### src/rtl/tictactoe_bot.sv
// Tic-tac-toe computer opponent: selects a target cell and drives the game's move/attack buttons.
// Ports: clk, rst, enable, bot_id[1:0], board_flat[17:0], cur_row/cur_col[1:0] -> move, attack, busy, done, err.
module tictactoe_bot #(
    parameter int PULSE_LEN    = 1,
    parameter int GAP_LEN      = 2,
    parameter int THINK_CYCLES = 4,
    parameter int MAX_STEPS    = 9
) (
    input  logic        clk,
    input  logic        rst,
    input  logic        enable,
    input  logic [1:0]  bot_id,
    input  logic [17:0] board_flat,
    input  logic [1:0]  cur_row,
    input  logic [1:0]  cur_col,
    output logic        move,
    output logic        attack,
    output logic        busy,
    output logic        done,
    output logic        err
);

    typedef enum logic [3:0] {
        S_IDLE, S_THINK, S_PICK, S_CHECK, S_MOVE,
        S_MGAP, S_ATTACK, S_AGAP, S_WAIT
    } state_t;

    state_t      state_q, state_d;
    logic [7:0]  cnt_q, cnt_d;
    logic [7:0]  step_q, step_d;
    logic [3:0]  tgt_q, tgt_d;
    logic        move_q, move_d;
    logic        attack_q, attack_d;
    logic        busy_q, busy_d;
    logic        done_q, done_d;
    logic        err_q, err_d;

    // Cell k (0..2) of line l: rows 0-2, columns 3-5, diagonals 6-7.
    function automatic int lcell(input int l, input int k);
        if (l < 3) return 3 * l + k;
        if (l < 6) return (l - 3) + 3 * k;
        if (l == 6) return 4 * k;
        return 2 + 2 * k;
    endfunction

    // Empty cells whose two line-mates both hold mark p.
    function automatic logic [8:0] line_fill(input logic [17:0] b,
                                             input logic [1:0] p);
        logic [8:0] m;
        int x, y, z;
        m = '0;
        for (int l = 0; l < 8; l++) begin
            for (int k = 0; k < 3; k++) begin
                x = lcell(l, k);
                y = lcell(l, (k + 1) % 3);
                z = lcell(l, (k + 2) % 3);
                if (b[2*x +: 2] == 2'b00 && b[2*y +: 2] == p &&
                    b[2*z +: 2] == p)
                    m[x] = 1'b1;
            end
        end
        return m;
    endfunction

    // Lowest set index; scanning downward lets the lowest index win.
    function automatic logic [3:0] first_set(input logic [8:0] m);
        logic [3:0] r;
        r = '0;
        for (int i = 8; i >= 0; i--)
            if (m[i]) r = 4'(i);
        return r;
    endfunction

    logic [8:0] empty, win_m, blk_m, pri_m;
    logic [3:0] pick_idx, cur_idx;
    logic       at_target;

    always_comb begin
        for (int i = 0; i < 9; i++)
            empty[i] = (board_flat[2*i +: 2] == 2'b00);
        win_m = line_fill(board_flat, bot_id);
        blk_m = line_fill(board_flat, 2'd3 - bot_id);
        if (|win_m)         pri_m = win_m;
        else if (|blk_m)    pri_m = blk_m;
        else if (empty[4])  pri_m = 9'b000010000;
        else if (|(empty & 9'b101000101))
                            pri_m = empty & 9'b101000101;
        else                pri_m = empty & 9'b010101010;
        pick_idx = first_set(pri_m);
    end

    // A zero on either axis never matches any cell.
    always_comb begin
        cur_idx   = ({2'b00, cur_row} - 4'd1) * 4'd3
                  + {2'b00, cur_col} - 4'd1;
        at_target = (cur_row != 2'd0) && (cur_col != 2'd0)
                  && (cur_idx == tgt_q);
    end

    always_comb begin
        state_d = state_q;
        cnt_d   = cnt_q;
        step_d  = step_q;
        tgt_d   = tgt_q;
        err_d   = err_q;
        done_d  = 1'b0;
        unique case (state_q)
            S_IDLE: begin
                if (enable && !err_q) begin
                    state_d = S_THINK;
                    cnt_d   = '0;
                end
            end
            S_THINK: begin
                if (!enable) begin
                    state_d = S_IDLE;
                    cnt_d   = '0;
                end else if (cnt_q == 8'(THINK_CYCLES - 1)) begin
                    state_d = S_PICK;
                    cnt_d   = '0;
                end else begin
                    cnt_d = cnt_q + 8'd1;
                end
            end
            S_PICK: begin
                if (~|empty) begin
                    err_d   = 1'b1;
                    state_d = S_WAIT;
                end else begin
                    tgt_d   = pick_idx;
                    step_d  = '0;
                    state_d = S_CHECK;
                end
            end
            S_CHECK: begin
                if (at_target) begin
                    state_d = S_ATTACK;
                end else if (step_q == 8'(MAX_STEPS)) begin
                    err_d   = 1'b1;
                    state_d = S_WAIT;
                end else begin
                    state_d = S_MOVE;
                end
                cnt_d = '0;
            end
            S_MOVE: begin
                if (cnt_q == 8'(PULSE_LEN - 1)) begin
                    step_d  = step_q + 8'd1;
                    cnt_d   = '0;
                    state_d = S_MGAP;
                end else begin
                    cnt_d = cnt_q + 8'd1;
                end
            end
            S_MGAP: begin
                if (cnt_q == 8'(GAP_LEN - 1)) begin
                    cnt_d   = '0;
                    state_d = S_CHECK;
                end else begin
                    cnt_d = cnt_q + 8'd1;
                end
            end
            S_ATTACK: begin
                if (cnt_q == 8'(PULSE_LEN - 1)) begin
                    cnt_d   = '0;
                    state_d = S_AGAP;
                end else begin
                    cnt_d = cnt_q + 8'd1;
                end
            end
            S_AGAP: begin
                if (cnt_q == 8'(GAP_LEN - 1)) begin
                    cnt_d   = '0;
                    done_d  = 1'b1;
                    state_d = S_WAIT;
                end else begin
                    cnt_d = cnt_q + 8'd1;
                end
            end
            S_WAIT: begin
                if (!enable) state_d = S_IDLE;
            end
            default: state_d = S_IDLE;
        endcase
        move_d   = (state_d == S_MOVE);
        attack_d = (state_d == S_ATTACK);
        busy_d   = (state_d != S_IDLE) && (state_d != S_WAIT);
    end

    always_ff @(posedge clk) begin
        if (rst) begin
            state_q  <= S_IDLE;
            cnt_q    <= '0;
            step_q   <= '0;
            tgt_q    <= '0;
            move_q   <= 1'b0;
            attack_q <= 1'b0;
            busy_q   <= 1'b0;
            done_q   <= 1'b0;
            err_q    <= 1'b0;
        end else begin
            state_q  <= state_d;
            cnt_q    <= cnt_d;
            step_q   <= step_d;
            tgt_q    <= tgt_d;
            move_q   <= move_d;
            attack_q <= attack_d;
            busy_q   <= busy_d;
            done_q   <= done_d;
            err_q    <= err_d;
        end
    end

    assign move   = move_q;
    assign attack = attack_q;
    assign busy   = busy_q;
    assign done   = done_q;
    assign err    = err_q;

endmodule

### config.mk
export PLATFORM = sky130hd
export DESIGN_NAME = tictactoe_bot
export DESIGN_NICKNAME = d
export VERILOG_FILES = /design/src/rtl/tictactoe_bot.sv
export SDC_FILE = /design/constraint.sdc
export NUM_CORES = 1
export LEC_CHECK = 0
export ABC_AREA = 1
export CAP_MARGIN = 20
export CORE_UTILIZATION = 40
export CTS_CLUSTER_DIAMETER = 120
export DETAILED_ROUTE_END_ITERATION = 10
export REMOVE_ABC_BUFFERS = 1
export SLEW_MARGIN = 40
export SYNTH_ARGS = -nofsm -noshare
export SYNTH_HDL_FRONTEND = slang
export SYNTH_SLANG_ARGS = --single-unit
### constraint.sdc
create_clock -name clk -period 3.6 [get_ports clk]
set_clock_uncertainty 0.1 [all_clocks]
set_input_delay 1.08 -clock clk [delete_from_list [all_inputs] [get_ports clk]]
set_output_delay 1.08 -clock clk [all_outputs]
set_load 0.01 [all_outputs]
==> results.py, run 1 <==
metrics = {
    "timing": {
        "slew_headroom": 0.665,
        "fmax_mhz": 287,
        "rsz0062_at_grt": "false",
        "post-route-min-period_ns": 3.48,
        "fin_setup_tns_ns": 0,
        "setup_viol": 0,
        "worstMarginPinSlew_ns": 0.498,
        "slew_violations": 0,
        "period_share": 0.967,
        "finalHoldViolCount": 0,
    },
    "route": {
        "wire_per_inst_microns": 11.6,
        "drc": 0,
        "drt_iter0_drc": 188,
        "viasPerCell": 4.85,
        "dr.pass1.iters": 6,
        "detail-route-antenna-nets": 0,
        "drt_wl_total_microns": 8520,
        "dr_total_vias": 3578,
    },
    "global_route": {
        "grt_max_degree": 16,
        "busiest_layer": "met2",
        "overflow": 0,
        "grt_pass1_wl_microns": 14200,
        "grt_use_met2": 0.416,
        "met3_usage": 0.0305,
        "grt_pass1_vias": 3166,
        "use_met1": 0.288,
        "antenna_found_initial": 0,
        "grtUsageTotal": 0.229,
    },
    "clock_network": {
        "numCtsBuffers": 5,
        "clk-insertion-delay-late_ns": 0.29,
        "post-cts-setup-buffers": 0,
        "cts.clk_slew.worst_paths_ns": 0.06,
        "cts.hold.buffers_added": 0,
        "root_buffer": "clkbuf_8",
        "cts_max_level": 2,
        "clock-sinks": 29,
        "clock_path_buffers": 2,
        "cts_tree": "done",
    },
    "logic_synthesis": {
        "ys_warn_count": 0,
        "yosys.area.top_type": "nand2_1",
        "synthDistinctLibCells": 43,
        "ys.flop_type": "dfxtp_1",
        "synth-seq-cells": 29,
        "synth_edf_count": 0,
        "ys_seq_area_frac": 0.191,
        "netlist_top_cells_area": "nand2_1 21%, dfxtp_1 19%, nor2_1 10%, inv_1 9.3%, nand3_1 9.0%",
        "synth.most_common_cell": "nand2_1",
        "synth_top_area_share": 0.212,
        "synthTopCellsByCount": "172 x nand2_1, 83 x nor2_1, 75 x inv_1, 55 x nand3_1, 29 x dfxtp_1",
        "syn_area_per_cell_sq_um": 5.56,
        "synth_area_sq_mm": 0.00304,
        "syn-instance-count": 547,
        "async_reset_ff_frac": 0,
    },
    "power": {
        "pwr_density_cell_mw_per_mm2": 262,
        "power_leakage_nw": 2.06,
        "ir_worst_vdd_v": 0.000134,
    },
    "floorplan": {
        "fp.dieH_microns": 89.2,
        "die_width_microns": 89.2,
        "rows": 31,
        "core_sq_mm": 0.00729,
        "start_util": 0.417,
        "dieArea_sq_mm": 0.00796,
        "ios": 32,
    },
    "critical_path": {
        "required_ns": 3.68,
        "r2r_slack_ns": 1.31,
        "end_kind": "register",
        "worstPathMaxFanout": 2,
        "arrival_ns": 3.57,
        "critical_path_class": "in -> reg",
        "worst_setup_path_start_kind": "input pin",
    },
    "cells_and_area": {
        "antenna_cells": 0,
        "drive_gt1_frac": 0.172,
        "num-nets-final": 677,
        "syn_to_final_growth_pct": 32.5,
        "fillers": 795,
        "utilization": 0.553,
    },
    "worst_hold_path": {
        "min_path_type": "reg -> reg",
    },
    "run_status": {
        "status": "finished, final reports clean",
    },
    "place": {
        "gp_congestion": 0.965,
        "dp_hpwl_microns": 7020,
        "io_buffers": 31,
    },
    "flow_run": {
        "max_cap_violations": 0,
    },
}
-- state kept, by name, summed over array words and instances (netlist names) --
name,flops
step_q,8
state_q,4
attack,1
done,1
tgt_q,4
err,1
busy,1
cnt_q,8
move,1
-- layout make-up --
cell class,instances,area (sq um),area share
Sequential cell,29,581,0.144
Clock inverter,1,30.0,0.00745
Multi-Input combinational cell,427,2130,0.528
Clock buffer,7,86.3,0.0214
Timing Repair Buffer,90,759,0.188
Tap cell,99,124,0.0307
Inverter,85,324,0.0804
-- stage by stage --
stage | cells | worst slack, ns | power [mW] | cell area, sq um | hold slack [ns]
2_1_floorplan | 541 | 0.261 | 0.551 | 2990 | 0.351
3_3_place_gp | 730 | -0.411 | 0.703 | 3870 | 0.364
3_5_place_dp | 730 | -0.460 | 0.706 | 3870 | 0.375
4_1_cts | 738 | 0.123 | 1.06 | 4020 | 0.384
5_1_grt | 738 | 0.00341 | 1.12 | 4030 | 0.411
6_report | 738 | 0.118 | 1.06 | 4030 | 0.381
-- cells by family after synthesis --
logic type      synth area share
compound gates            0.0905
xor+xnor                  0.0173
fa+ha+maj                 0.0518
buf+inv                    0.122
flops                      0.191
mux                      0.00329
simple gates               0.524
-- critical path, stage by stage --
cell	delay [ns]
dlygate4sd2_1	0.23
inv_2	0.06
ha_4	0.27
xor2_1	0.16
ha_2	0.18
inv_1	0.04
fa_1	0.37
xnor2_1	0.19
xor2_1	0.16
nand4_1	0.17
nor2_2	0.20
inv_1	0.06
nand2_1	0.11
nor3_1	0.08
o21ai_0	0.16
inv_1	0.05
-- timing repair --
action,CTS,global route
gates cloned,0,0
pin swaps,4,0
setup endpoints to repair,7,4
gates resized for setup,11,6
-- placed cells by master (no fill, tap or decap), types with 4 or more instances in the layout --
cell type,count
inv_2,9
a21oi_1,12
nor2_2,7
buf_4,58
ha_1,9
nor2_1,81
clkbuf_8,6
inv_1,73
dfxtp_1,29
o21ai_0,10
nand3_1,55
nand2_1,171
xor2_1,4
a21oi_2,6
nand2_2,9
clkdlybuf4s50_1,27
nor3b_1,4
nor4_1,4
nand4_1,9
nor3_1,17
-- layer usage --
metal | vias to the layer above | wire length, microns
met1 | 1582 | 4020
li1 | 1922 | -
met3 | 8 | 227
met4 | 0 | 81
met5 | - | 0
met2 | 66 | 4200
-- where the power goes --
group / leakage, nW / internal, mW / total [mW] / switching (mW)
sequential: 0.234 / 0.324 / 0.327 / 0.00297
clock: 0.0585 / 0.225 / 0.355 / 0.130
combinational: 1.77 / 0.161 / 0.376 / 0.216
total: 2.06 / 0.710 / 1.06 / 0.348
-- final timing paths --
path	from	endpoint	cells past startpoint
worst max-delay path	cur_row[1]	err	16
worst min-delay path	tgt_q[1]	tgt_q[1]	2
worst max register to register	cnt_q[4]	step_q[6]	9
worst min register to register	tgt_q[1]	tgt_q[1]	2
Note: power is estimated with default switching activity, not from simulation.
==> run 2: changes to the inputs <==
- SKIP_CTS_REPAIR_TIMING: unset -> 1
==> run 2 against run 1 <==
Total power about the same; core utilization increased by 0.069 points; flip-flop and latch count is the same; register-to-register slack about the same; worst setup slack gained 0.085 ns; global-route usage is 0.21 points lower; wire length unchanged; critical path type unchanged; largest power group unchanged; highest routed layer unchanged.
==> results.py, run 2 (synthesis results as in run 1) <==
metrics = {
    "run_status": {
        "status": "finished, final reports clean",
    },
    "timing": {
        "hold_ws_ns": 0.380,
        "finalHoldViolCount": 0,
        "slew_violations": 0,
        "slew_headroom": 0.660,
        "period_share": 0.944,
        "fin_ws_ns": 0.203,
        "fmax_mhz": 294,
        "setup_viol": 0,
        "post-route-min-period_ns": 3.40,
        "rsz0062_at_grt": "false",
        "fin_setup_tns_ns": 0,
        "worstMarginPinSlew_ns": 0.506,
    },
    "global_route": {
        "grt_pass1_wl_microns": 14200,
        "grtUsageTotal": 0.227,
        "antenna_found_initial": 0,
        "grt_pass1_vias": 3148,
        "grt_max_degree": 16,
        "overflow": 0,
    },
    "cells_and_area": {
        "syn_to_final_growth_pct": 32.7,
        "fin_area_sq_mm": 0.00404,
        "drive_gt1_frac": 0.171,
        "antenna_cells": 0,
        "num-nets-final": 677,
        "final_common_cell": "nand2_1",
        "largestRegisters": "cnt_q (8), step_q (8)",
        "fillers": 796,
        "final_cell_mix": "171 x nand2_1, 81 x nor2_1, 73 x inv_1, 58 x buf_4, 55 x nand3_1",
        "stdcell_count": 738,
    },
    "place": {
        "gp_congestion": 0.965,
        "dp_hpwl_microns": 7020,
        "dp_cells": 730,
        "dp_slack_ns": -0.460,
        "io_buffers": 31,
        "place_area_sq_mm": 0.00387,
    },
    "route": {
        "detail-route-antenna-nets": 0,
        "dr_total_vias": 3581,
        "drt_wl_total_microns": 8520,
        "dr.pass1.iters": 5,
        "drt_iter0_drc": 180,
        "viasPerCell": 4.85,
        "wire_per_inst_microns": 11.6,
        "drc": 0,
    },
    "worst_hold_path": {
        "min_path_type": "reg -> reg",
        "worstHoldEndpoint": "tgt_q[1]",
        "min_path_cells": 2,
        "hp-start": "tgt_q[1]",
    },
    "floorplan": {
        "start_util": 0.417,
        "core_sq_mm": 0.00729,
        "rows": 31,
        "dieArea_sq_mm": 0.00796,
        "die_width_microns": 89.2,
        "ios": 32,
        "fp.dieH_microns": 89.2,
    },
    "clock_network": {
        "clock_path_buffers": 2,
        "numCtsBuffers": 5,
        "root_buffer": "clkbuf_8",
        "cts.clk_slew.worst_paths_ns": 0.06,
        "clock-sinks": 29,
        "cts_max_level": 2,
        "cts_tree": "done",
        "clk-insertion-delay-late_ns": 0.28,
    },
    "critical_path": {
        "worstRegToRegCells": 9,
        "arrival_ns": 3.48,
        "end_kind": "register",
        "required_ns": 3.68,
        "worst_setup_path_start_kind": "input pin",
        "timing.rr.end": "step_q[6]",
        "r2r_slack_ns": 1.30,
        "critical_path_class": "in -> reg",
        "worstPathMaxFanout": 2,
        "reg2reg_from": "cnt_q[4]",
    },
    "flow_run": {
        "max_cap_violations": 0,
    },
    "power": {
        "ir_worst_vdd_v": 0.000134,
        "power_leakage_nw": 2.08,
        "pwr_density_cell_mw_per_mm2": 262,
    },
}
==> run 2: power by group <==
part | leakage (nW) | switching [mW] | internal [mW]
clock | 0.0585 | 0.128 | 0.225
sequential | 0.234 | 0.00304 | 0.324
combinational | 1.79 | 0.216 | 0.161
total | 2.08 | 0.347 | 0.710
==> run 2: metrics by stage <==
stage / util / total power, mW
after floorplan: - / 0.551
after global placement: 0.531 / 0.703
after detailed placement: 0.531 / 0.706
after CTS: 0.547 / 1.06
after global routing: 0.554 / 1.12
final: 0.554 / 1.06
==> run 2: per-layer routing <==
metal	part of all wire	global-route usage	up-vias
li1	-	-	1918
met1	0.47	0.289	1587
met2	0.50	0.409	68
met3	0.028	0.0249	8
met4	0.0090	0.0534	0
met5	0	0	-
==> run 2: worst max-delay path, cell delays in order <==
cell and delay [ns]:
clkdlybuf4s50_1 0.50, xor2_1 0.16, ha_1 0.16, inv_1 0.04, fa_1 0.37, xnor2_1 0.19
xor2_1 0.16, nand4_1 0.16, nor2_2 0.20, inv_1 0.06, nand2_1 0.12, nor3_1 0.08
o21ai_1 0.15, inv_1 0.04
==> run 2: worst max-delay path by stage <==
stage	to	startpoint	depth (start not counted)	slack, ns
finish	state_q[3]	cur_col[1]	14	0.20
global route	tgt_q[2]	board_flat[4]	20	0.009
CTS	move	cur_row[0]	15	-0.17
detailed placement	move	cur_row[0]	15	-0.46
global placement	move	cur_row[0]	15	-0.41
floorplan	busy	cur_row[0]	14	0.26
==> run 2: area by class of cell <==
type,instances,area [sq um],area share
Inverter,85,324,0.0803
Tap cell,99,124,0.0307
Multi-Input combinational cell,427,2120,0.526
Sequential cell,29,581,0.144
Clock inverter,1,30.0,0.00744
Clock buffer,7,86.3,0.0214
Timing Repair Buffer,90,767,0.190
==> run 3: changes to the inputs <==
- GPL_ROUTABILITY_DRIVEN: unset -> 1
- SKIP_LAST_GASP: unset -> 1
==> results of run 3 <==
Final layout, timing and power as in run 2 (identical DEF).
